<file path="config.mk">
export PLATFORM = sky130hd
export DESIGN_NAME = post_processing
export DESIGN_NICKNAME = d
export VERILOG_FILES = /design/src/rtl/post_processing_pkg.sv /design/src/rtl/rem_denorm_shifter.sv /design/src/rtl/post_processing.sv
export SDC_FILE = /design/constraint.sdc
export NUM_CORES = 1
export LEC_CHECK = 0
export CAP_MARGIN = 20
export CELL_PAD_IN_SITES_DETAIL_PLACEMENT = 2
export CELL_PAD_IN_SITES_GLOBAL_PLACEMENT = 2
export CORE_MARGIN = 5
export CORE_UTILIZATION = 37
export DETAILED_ROUTE_END_ITERATION = 10
export GPL_TIMING_DRIVEN = 0
export PLACE_DENSITY_LB_ADDON = 0.12
export SETUP_SLACK_MARGIN = 0.05
export SKIP_CTS_REPAIR_TIMING = 1
export SLEW_MARGIN = 10
export SYNTH_ARGS = -nofsm -noshare
export SYNTH_HDL_FRONTEND = slang
export SYNTH_SLANG_ARGS = --single-unit
</file>
<file path="constraint.sdc">
create_clock -name clk -period 42.5 [get_ports clk]
set_input_delay 8.5 -clock clk [delete_from_list [all_inputs] [get_ports clk]]
set_output_delay 8.5 -clock clk [all_outputs]
set_load 0.02 [all_outputs]
</file>
<file path="src/rtl/post_processing_pkg.sv">
// Shared divider definitions: post-processing FSM encoding, datapath widths and
// the normalization shift base used by both the pre- and post-processing stages.
package post_processing_pkg;

  localparam int DIV_DW    = 32;
  localparam int REM_W     = DIV_DW + 6;
  localparam int DIVS_W    = DIV_DW + 3;
  localparam int NORM_BASE = DIV_DW + 1;
  localparam int SHAMT_W   = 6;

  typedef enum logic [2:0] {
    ST_IDLE    = 3'd0,
    ST_RESOLVE = 3'd1,
    ST_CORRECT = 3'd2,
    ST_DENORM  = 3'd3,
    ST_SIGN    = 3'd4,
    ST_DONE    = 3'd5
  } pp_state_e;

  // Right-shift amount that undoes the pre-processing normalization.
  function automatic logic [SHAMT_W-1:0] denorm_amount(input logic [SHAMT_W-1:0] recovery);
    return SHAMT_W'(NORM_BASE) - recovery;
  endfunction

endpackage

</file>
<file path="src/rtl/rem_denorm_shifter.sv">
// Combinational logical right barrel shifter: REM_W-bit remainder down to a
// DIV_DW-bit result, one log stage per bit of the shift amount.
module rem_denorm_shifter
  import post_processing_pkg::*;
(
  input  logic [REM_W-1:0]   val_i,
  input  logic [SHAMT_W-1:0] amt_i,
  output logic [DIV_DW-1:0]  res_o
);

  logic [REM_W-1:0] stage;

  always_comb begin
    stage = val_i;
    for (int k = 0; k < SHAMT_W; k++) begin
      if (amt_i[k]) stage = stage >> (1 << k);
    end
    res_o = stage[DIV_DW-1:0];
  end

endmodule

</file>
<file path="src/rtl/post_processing.sv">
// Divider back end: resolves the carry-save remainder, applies the one-step
// correction, denormalizes, applies sign fixups and hands the result to writeback.
module post_processing
  import post_processing_pkg::*;
#(
  parameter int DW = DIV_DW
) (
  input  logic                clk,
  input  logic                rst_n,
  input  logic                in_valid,
  output logic                in_ready,
  input  logic [REM_W-1:0]    rem_sum,
  input  logic [REM_W-1:0]    rem_carry,
  input  logic [DW-1:0]       q,
  input  logic [DW-1:0]       qm,
  input  logic [DIVS_W-1:0]   divisor_star,
  input  logic [DW/2-1:0]     recovery,
  input  logic                div_zero,
  input  logic [DW-1:0]       dividend_raw,
  input  logic                quot_neg,
  input  logic                rem_neg,
  output logic                out_valid,
  input  logic                out_ready,
  output logic [DW-1:0]       quotient,
  output logic [DW-1:0]       remainder
);

  function automatic logic [DW-1:0] negate_if(input logic [DW-1:0] v, input logic en);
    return en ? -v : v;
  endfunction

  pp_state_e state_q, state_d;
  logic in_ready_q, out_valid_q;
  logic [DW-1:0] quot_q, quot_d, rem_q, rem_d;
  logic signed [REM_W-1:0] r_q, r_d;

  logic signed [REM_W-1:0] sum_q, carry_q;
  logic [DW-1:0]           opq_q, opqm_q;
  logic [DIVS_W-1:0]       divs_q;
  logic [SHAMT_W-1:0]      rec_q;
  logic                    qneg_q, rneg_q;

  logic              accept;
  logic [DW-1:0]     denorm_res;
  logic              unused_rec_hi;

  // recovery never exceeds 31, so only its low bits carry information.
  assign unused_rec_hi = |recovery[DW/2-1:SHAMT_W];

  assign accept = (state_q == ST_IDLE) && in_valid;

  rem_denorm_shifter u_shifter (
    .val_i (r_q),
    .amt_i (denorm_amount(rec_q)),
    .res_o (denorm_res)
  );

  always_comb begin
    state_d = state_q;
    quot_d  = quot_q;
    rem_d   = rem_q;
    r_d     = r_q;
    case (state_q)
      ST_IDLE: begin
        if (in_valid) begin
          if (div_zero) begin
            quot_d  = '1;
            rem_d   = negate_if(dividend_raw, rem_neg);
            state_d = ST_DONE;
          end else begin
            state_d = ST_RESOLVE;
          end
        end
      end
      ST_RESOLVE: begin
        r_d     = sum_q + carry_q;
        state_d = ST_CORRECT;
      end
      ST_CORRECT: begin
        // Negative remainder means the last quotient digit overshot by one.
        if (r_q[REM_W-1]) begin
          r_d    = r_q + $signed({{(REM_W-DIVS_W){1'b0}}, divs_q});
          quot_d = opqm_q;
        end else begin
          quot_d = opq_q;
        end
        state_d = ST_DENORM;
      end
      ST_DENORM: begin
        rem_d   = denorm_res;
        state_d = ST_SIGN;
      end
      ST_SIGN: begin
        quot_d  = negate_if(quot_q, qneg_q);
        rem_d   = negate_if(rem_q, rneg_q);
        state_d = ST_DONE;
      end
      ST_DONE: begin
        if (out_ready) state_d = ST_IDLE;
      end
      default: state_d = ST_IDLE;
    endcase
  end

  always_ff @(posedge clk) begin
    if (!rst_n) begin
      state_q     <= ST_IDLE;
      in_ready_q  <= 1'b1;
      out_valid_q <= 1'b0;
      quot_q      <= '0;
      rem_q       <= '0;
    end else begin
      state_q     <= state_d;
      in_ready_q  <= (state_d == ST_IDLE);
      out_valid_q <= (state_d == ST_DONE);
      quot_q      <= quot_d;
      rem_q       <= rem_d;
    end
  end

  // Operand capture and working remainder carry no reset; they are only
  // consumed after an acceptance has loaded them.
  always_ff @(posedge clk) begin
    r_q <= r_d;
    if (accept) begin
      sum_q   <= rem_sum;
      carry_q <= rem_carry;
      opq_q   <= q;
      opqm_q  <= qm;
      divs_q  <= divisor_star;
      rec_q   <= recovery[SHAMT_W-1:0];
      qneg_q  <= quot_neg;
      rneg_q  <= rem_neg;
    end
  end

  assign in_ready  = in_ready_q;
  assign out_valid = out_valid_q;
  assign quotient  = quot_q;
  assign remainder = rem_q;

endmodule

</file>
==> reports/results.ini, run 1 <==
[run_status]
status=finished, final reports clean

[route]
drc=0
first_pass_iters=5
ant_nets=0
post_drt_wl_per_cell_um=25.8
drt_iter0_drc=840
postRouteWirelength_um=72800
vias=16500
viasPerCell=5.84

[timing]
setup_violations=0
rsz0062_at_grt=false
drv_slew=0
min_period_over_period_pct=27.2
setup-tns-final_ns=0
fin_skew_ns=0.0140
worstMarginPinSlew_ns=1.03
fmax_mhz=86.5
finalHoldViolations=0
maxSlewHeadroom_pct=31.5
min_period_ns=11.56

[synth]
ys_seq_area_share_pct=44.7
synth-async-reset-ratio_pct=0
synth-edff-count=221
synth_area_per_cell_um2=9.81
syn_nets=2138
synthesis.area_um2=18000
ys_types=86
yosys_most_used_dff=edfxtp_1
syn_inst=1830
ys_ff_latch=290
synth_warnings=0

[clock_tree]
cts.sinks=290
cts_buffers=37
root_buffer=clkbuf_16
cts.clk_slew.worst_paths_ns=0.06
insertion_delay_ns=0.55
clockBufferDepth=3
htreeDepth=2
cts_tree=built

[worst_setup_path]
cp_max_fo=8
critPathArrivalTime_ns=11.96
required_ns=42.90
crit_type=input port to register
r2r_cells=12
start_kind=input port
worst_setup_path_end_kind=register

[finish]
syn_to_final_growth_pct=28.0
layout-drive-gt1-share_pct=6.84
finalNetCount=2489
layoutNonFillerInstCount=2825

[power_and_ir_drop]
total_leakage_power_uw=0.00845
total_power_uw=1210
p_per_area_nw_per_um2=52.7
ir_worst_vdd_mv=0.0363

[die]
io_pins=296
rows=80
initial_utilization_pct=37.5
coreArea_um2=47800
die_y_um=230
dieWidth_um=230
die_area_um2=53000

[placed_design]
place_congestion=0.915
placed_cells=2757
dp.final_hpwl_um=57300
portBuffers=285

[global_route]
grt_pass1_vias=18300
grt_usage_pct=26.4
antenna_found_initial=2
grt_pass1_wl_um=110000
overflow=0
grt_max_degree=23

[hold_path]
hold_class=register to register
min_path_cells=2

[flow_run]
max_cap_violations=0

critical path, cell delays in order:
cell and delay, ns:
clkdlybuf4s50_1 0.51, nor3_1 0.33, nand3_1 0.38, or3_1 0.47, o41ai_1 0.34, xor2_1 0.36
nor2_1 0.08, a2111oi_0 0.82, a21oi_1 0.16
area by class of cell:
type / instances / area, um2
fill: 5047 / 24900
multi-input combinational: 1409 / 9450
sequential: 290 / 8020
timing repair buffer: 312 / 3070
clock buffer: 55 / 1070
tap: 615 / 769
buffer: 93 / 362
inverter: 38 / 143
clock inverter: 11 / 93.8
antenna: 2 / 5.00
state kept, by name (all words and copies together) (netlist names):
register	cells
opqm_q	32
quotient	32
carry_q	38
rneg_q	1
in_ready	1
r_q	38
state_q	3
out_valid	1
remainder	32
divs_q	35
qneg_q	1
opq_q	32
rec_q	6
sum_q	38
metal layers:
metal  wire, um  GRT usage [%]  up-vias
met5          0              0        -
met4       2020           8.01        0
met3       3170           3.91      109
met2      37600           48.4      391
met1      30100           32.0     8324
li1           -              -     7670
worst paths after layout:
kind                                               start                          to  slack (ns)
worst max-delay path                     dividend_raw[2]  remainder[19]$_SDFFE_PN0P_       30.94
worst min-delay path            quotient[9]$_SDFFE_PN0P_    quotient[9]$_SDFFE_PN0P_        0.53
worst max register to register        rec_q[1]$_DFFE_PP_  remainder[19]$_SDFFE_PN0P_       38.45
worst min register to register  quotient[9]$_SDFFE_PN0P_    quotient[9]$_SDFFE_PN0P_        0.53
placed cells by master (no fill, tap or decap), types with 38 or more instances in the layout:
cell type / count
clkbuf_1: 90
edfxtp_1: 221
o21ai_0: 160
clkdlybuf4s50_1: 285
xor2_1: 54
nor2_1: 119
xnor2_1: 70
ha_1: 76
o22ai_1: 38
a21o_1: 41
mux2i_1: 79
clkbuf_16: 39
dfxtp_1: 69
nand2_1: 167
a21oi_1: 183
cell usage after synthesis (4+ instances only):
cell type,number,share of area (%)
o22ai_1,38,1.3
nand2_1,167,3.5
nand2b_1,15,0.52
o21bai_1,7,0.29
edfxtp_1,221,37
a31oi_1,32,1.1
a211oi_1,18,0.75
nor3_1,31,0.86
dfxtp_1,69,7.7
and3_1,7,0.24
o211ai_1,21,0.88
mux4_2,11,1.4
and2_1,9,0.31
o221a_2,6,0.38
inv_1,35,0.73
nor4b_1,4,0.20
nand3_1,28,0.78
o21ai_0,160,4.5
o31ai_1,23,0.96
mux2_2,8,0.50
nor4_1,10,0.35
mux2i_1,79,4.4
or4_1,10,0.42
or3_1,22,0.77
nand4_1,17,0.59
nor2b_1,10,0.35
buf_2,4,0.11
or2_2,11,0.38
xnor2_1,70,3.4
a21oi_1,184,5.1
a221oi_1,9,0.44
o221ai_1,12,0.59
o41ai_1,6,0.29
xor2_1,54,2.6
a2111oi_0,4,0.20
o21a_1,16,0.67
a21o_1,41,1.7
clkbuf_1,77,1.6
ha_1,76,5.3
buf_1,10,0.21
o211a_1,4,0.22
o2111ai_1,4,0.20
nor2_1,119,2.5
through the flow:
stage / worst slack [ns] / util, % / hold slack, ns / instance area, um2
4_1_cts: 31.06 / 48.0 / 0.515 / 23000
3_5_place_dp: 30.52 / 45.6 / 0.507 / 21800
6_report: 30.94 / 48.0 / 0.530 / 23000
2_1_floorplan: 14.45 / - / 0.547 / 18000
5_1_grt: 30.86 / 48.0 / 0.541 / 23000
3_3_place_gp: 6.52 / 45.1 / 0.477 / 21600
cells by family after synthesis:
family	Yosys count	synth area share [%]
mux	98	6.29
fa+ha+maj	78	5.52
simple gates	492	13.5
buf+inv	131	2.81
flops	290	44.7
compound gates	617	21.2
xor+xnor	124	6.05
power breakdown:
group / internal [uW] / total [uW] / switching [uW] / leakage [uW]
Combinational: 192 / 498 / 306 / 0.00524
Sequential: 362 / 404 / 41.4 / 0.00265
Clock: 180 / 309 / 129 / 0.000558
Total: 735 / 1210 / 476 / 0.00845
No activity file was read; power rests on OpenSTA's default activity.
==> run 2, diff against run 1 <==
--- a/config.mk
+++ b/config.mk
@@ -9,7 +9,7 @@
 export CELL_PAD_IN_SITES_DETAIL_PLACEMENT = 2
 export CELL_PAD_IN_SITES_GLOBAL_PLACEMENT = 2
 export CORE_MARGIN = 5
-export CORE_UTILIZATION = 37
+export CORE_UTILIZATION = 31
 export DETAILED_ROUTE_END_ITERATION = 10
 export GPL_TIMING_DRIVEN = 0
 export PLACE_DENSITY_LB_ADDON = 0.12
==> constraint.sdc (replaced) <==
create_clock -name clk -period 9.8 [get_ports clk]
set_input_delay 1.96 -clock clk [delete_from_list [all_inputs] [get_ports clk]]
set_output_delay 1.96 -clock clk [all_outputs]
set_load 0.02 [all_outputs]
==> run 2 against run 1 <==
Utilization shrank 7.7 points. Total power grew to 4.3 times the previous value. Flip-flop and latch count stayed put. Clock power rose to 4.3 times the previous value. Cell count up 5.0%. Sequential share of layout area shrank 0.34 points. Critical path depth is the same. Design area increased by 0.97%. Via count decreased by 2.0%. Sequential power rose to 4.3 times the previous value. Worst setup slack worse by 26 ns. Worst hold slack got worse by 0.0065 ns. Critical endpoint unchanged. Largest cell class unchanged. Highest routed layer unchanged.
==> reports/results.ini, run 2 (synthesized netlist as in run 1, its figures left out) <==
[finish]
final_common_cell=clkdlybuf4s50_1
layout_common_cells=clkdlybuf4s50_1 (285), edfxtp_1 (221), a21oi_1 (183)
layoutNonFillerInstCount=2965
layout-drive-gt1-share_pct=6.46
finalNetCount=2480
syn_to_final_growth_pct=29.2
reg_top3=carry_q x38, r_q x38, sum_q x38

[power_and_ir_drop]
total_leakage_power_uw=0.00846
p_per_area_nw_per_um2=226
total_power_uw=5250
ir_worst_vdd_mv=0.166
p_int_uw=3200
pwr-share-seq_pct=33.3
power_switching_uw=2050
combPwrFrac_pct=41.1
netSwitchingFraction_pct=39.1
clkPwrFrac_pct=25.6

[global_route]
grt_pass1_wl_um=108000
overflow=0
grt_pass1_vias=17700
grt_max_degree=17
antenna_found_initial=2
grt_usage_pct=21.8

[hold_path]
holdPathEnd=quotient[14]$_SDFFE_PN0P_
min_path_cells=2
hold_class=register to register
min_from=quotient[14]$_SDFFE_PN0P_

[route]
drc=0
post_drt_wl_per_cell_um=24.2
viasPerCell=5.45
ant_nets=0
vias=16200
postRouteWirelength_um=71700
drt_iter0_drc=704
first_pass_iters=7

[worst_setup_path]
crit_type=input port to register
worstReg2RegEnd=remainder[20]$_SDFFE_PN0P_
rrSetupSlack_ns=5.54
critPathArrivalTime_ns=5.32
required_ns=10.20
worst_setup_path_end_kind=register
r2r_cells=13
start_kind=input port
timing.rr.start=rec_q[1]$_DFFE_PP_
cp_max_fo=8

[run_status]
status=finished, final reports clean

[die]
rows=88
initial_utilization_pct=31.2
coreArea_um2=57600
die_y_um=251
io_pins=296
dieWidth_um=251
die_area_um2=62800

[timing]
drv_slew=0
fin_skew_ns=0.0260
holdWs_ns=0.523
fmax_mhz=203
rsz0062_at_grt=false
maxSlewHeadroom_pct=33.5
min_period_over_period_pct=50.2
setup_violations=0
min_period_ns=4.92
worstMarginPinSlew_ns=0.997
fin_ws_ns=4.88
finalHoldViolations=0

[clock_tree]
insertion_delay_ns=0.56
htreeDepth=2
root_buffer=clkbuf_16
cts.sinks=290
cts_tree=built
cts_buffers=37
cts.clk_slew.worst_paths_ns=0.06
clockBufferDepth=3

[placed_design]
pre_cts_ws_ns=4.42
dp.final_hpwl_um=57100
place_congestion=0.894
placed_cells=2898
portBuffers=285

[flow_run]
max_cap_violations=0

==> run 2: how the worst max path moves through the flow <==
stage	end	slack, ns	depth (start not counted)	from
floorplan	carry_q[0]$_DFFE_PP_	1.55	1	in_valid
global placement	sum_q[4]$_DFFE_PP_	-1.39	2	in_valid
detailed placement	remainder[19]$_SDFFE_PN0P_	4.42	9	dividend_raw[2]
CTS	remainder[19]$_SDFFE_PN0P_	4.97	9	dividend_raw[2]
global route	remainder[19]$_SDFFE_PN0P_	4.71	9	dividend_raw[2]
finish	remainder[19]$_SDFFE_PN0P_	4.88	9	dividend_raw[2]
==> run 2: final cells by class <==
| type | instances | area, um2 |
|---|---|---|
| Sequential cell | 290 | 8020 |
| Clock buffer | 47 | 973 |
| Fill cell | 6240 | 34400 |
| Antenna cell | 1 | 2.50 |
| Tap cell | 765 | 957 |
| Multi-Input combinational cell | 1409 | 9460 |
| Clock inverter | 19 | 194 |
| Buffer | 93 | 362 |
| Inverter | 38 | 143 |
| Timing Repair Buffer | 303 | 3090 |
==> run 2: worst max-delay path, cell delays in order <==
cell and delay [ns]:
clkdlybuf4s50_1 0.49, nor3_1 0.40, nand3_1 0.38, or3_1 0.46
o41ai_1 0.35, xor2_1 0.34, nor2_1 0.09, a2111oi_0 0.69
a21oi_1 0.15
==> run 2: metrics by stage <==
step	cell area, um2	setup TNS, ns	util [%]
floorplan	18000	0	-
global placement	21800	-242.67	37.8
detailed placement	22000	0	38.3
CTS	23200	0	40.3
global route	23200	0	40.3
finish	23200	0	40.3
==> run 2: routing by layer <==
metal	GRT usage, %	vias to the layer above	share of wire, %
met1	27.3	8090	43
li1	-	7648	-
met4	6.44	0	2.8
met2	39.2	318	51
met3	2.83	101	3.3
met5	0	-	0
==> run 2: power by group through the flow <==
stage	clock network (uW)	registers [uW]	logic (uW)
after floorplan	0	1790	1290
after global placement	0	1800	2050
after detailed placement	0	1770	2150
after CTS	1390	1750	2170
after global routing	1440	1770	2350
final	1340	1750	2160
==> run 3, diff against run 2 <==
--- a/config.mk
+++ b/config.mk
@@ -9,7 +9,7 @@
 export CELL_PAD_IN_SITES_DETAIL_PLACEMENT = 2
 export CELL_PAD_IN_SITES_GLOBAL_PLACEMENT = 2
 export CORE_MARGIN = 5
-export CORE_UTILIZATION = 31
+export CORE_UTILIZATION = 34
 export DETAILED_ROUTE_END_ITERATION = 10
 export GPL_TIMING_DRIVEN = 0
 export PLACE_DENSITY_LB_ADDON = 0.12
==> constraint.sdc (replaced) <==
create_clock -name clk -period 4.8 [get_ports clk]
set_input_delay 0.96 -clock clk [delete_from_list [all_inputs] [get_ports clk]]
set_output_delay 0.96 -clock clk [all_outputs]
set_load 0.02 [all_outputs]
==> run 3 against run 2 <==
Wire length is 1.8% higher. Design area fell by 0.30%. Sequential power increased by 100%. Clock power is 110% higher. Largest power group unchanged.
==> reports/results.ini, run 3 (synthesized netlist as in run 1, its figures left out) <==
[global_route]
met3_usage_pct=3.37
grt_usage_pct=24.5
grtUsageMet2_pct=44.7
grtUsageMet1_pct=30.2
busiest_layer=met2
grt_max_degree=17
grt_pass1_wl_um=109000
grt_pass1_vias=18100
antenna_found_initial=5
overflow=0

[timing]
setup_violations=0
setup-tns-final_ns=0
drv_slew=0
fin_skew_ns=0.0234
min_period_over_period_pct=87.0
min_period_ns=4.18
rsz0062_at_grt=false
maxSlewHeadroom_pct=35.6
fmax_mhz=239
worstMarginPinSlew_ns=0.965
finalHoldViolations=0

[clock_tree]
cts.sinks=290
cts_tree=built
cts_buffers=38
htreeDepth=2
root_buffer=clkbuf_16
cts.clk_slew.worst_paths_ns=0.06
insertion_delay_ns=0.55
clockBufferDepth=3

[placed_design]
place_congestion=0.904
dp.final_hpwl_um=57300
portBuffers=285

[power_and_ir_drop]
total_leakage_power_uw=0.00846
total_power_uw=10800
ir_worst_vdd_mv=0.341
p_per_area_nw_per_um2=467

[finish]
reg_top3=carry_q x38, r_q x38, sum_q x38
seq_area_um2=8020
syn_to_final_growth_pct=28.8
layout_common_cells=clkdlybuf4s50_1 (285), edfxtp_1 (221), a21oi_1 (183)
final_common_cell=clkdlybuf4s50_1
finalNetCount=2481
fill_cells=5581
layout-drive-gt1-share_pct=6.41
multiInputGateArea_um2=9460

[route]
first_pass_iters=5
ant_nets=0
viasPerCell=5.65
drc=0
post_drt_wl_per_cell_um=25.3
drt_iter0_drc=859
postRouteWirelength_um=73100
vias=16300

[die]
io_pins=296
rows=84
die_y_um=240
initial_utilization_pct=34.2
die_area_um2=57500
coreArea_um2=52400
dieWidth_um=240

[worst_setup_path]
crit_type=register to register
cp_max_fo=6
required_ns=5.11
worst_setup_path_end_kind=register
start_kind=register
critPathArrivalTime_ns=4.49

[hold_path]
hold_class=register to register

[flow_run]
max_cap_violations=0

[run_status]
status=finished, final reports clean

-- run 3: layout make-up --
| type | instances | area share (%) |
|---|---|---|
| clock inverter | 19 | 0.747 |
| inverter | 38 | 0.617 |
| tap | 688 | 3.72 |
| buffer | 93 | 1.56 |
| clock buffer | 48 | 4.41 |
| timing repair buffer | 303 | 13.3 |
| sequential | 290 | 34.7 |
| multi-input combinational | 1409 | 40.9 |
| antenna | 3 | 0.0325 |
-- run 3: final timing paths --
| path | startpoint | end | slack [ns] | depth (start not counted) |
|---|---|---|---|---|
| worst max-delay path | r_q[1]$_DFFE_PP_ | r_q[37]$_DFFE_PP_ | 0.62 | 9 |
| worst max register to register | r_q[1]$_DFFE_PP_ | r_q[37]$_DFFE_PP_ | 0.62 | 9 |
| worst min register to register | quotient[14]$_SDFFE_PN0P_ | quotient[14]$_SDFFE_PN0P_ | 0.51 | 2 |
| worst min-delay path | quotient[14]$_SDFFE_PN0P_ | quotient[14]$_SDFFE_PN0P_ | 0.51 | 2 |
-- run 3: through the flow --
stage	util (%)	hold WS [ns]	area (um2)	setup slack, ns	instances
finish	44.1	0.508	23100	0.622	2891
floorplan	-	0.547	18000	-2.45	1830
detailed placement	41.8	0.501	21900	0.348	2821
global placement	41.3	0.476	21700	-5.46	2803
CTS	44.1	0.517	23100	0.635	2888
global route	44.1	0.552	23100	0.397	2891
-- run 3: where the power goes --
| part | internal [uW] | total (uW) | switching [uW] |
|---|---|---|---|
| Combinational | 1710 | 4420 | 2710 |
| Sequential | 3210 | 3570 | 364 |
| Clock | 1660 | 2810 | 1150 |
| Total | 6580 | 10800 | 4220 |
-- run 3: metal layers --
| metal | part of all wire (%) | vias to the layer above |
|---|---|---|
| li1 | - | 7655 |
| met2 | 51 | 324 |
| met1 | 42 | 8231 |
| met3 | 3.8 | 109 |
| met4 | 2.7 | 4 |
| met5 | 0.029 | - |
-- run 3: critical path: stages (launching register included) --
cell and delay [ns]:
edfxtp_1 0.45, ha_1 0.35, a211o_1 0.34, a211oi_1 0.51, o31ai_1 0.16, a21oi_1 0.64, a311oi_1 0.29, o41ai_1 0.73
nor2_1 0.11, a211oi_1 0.36
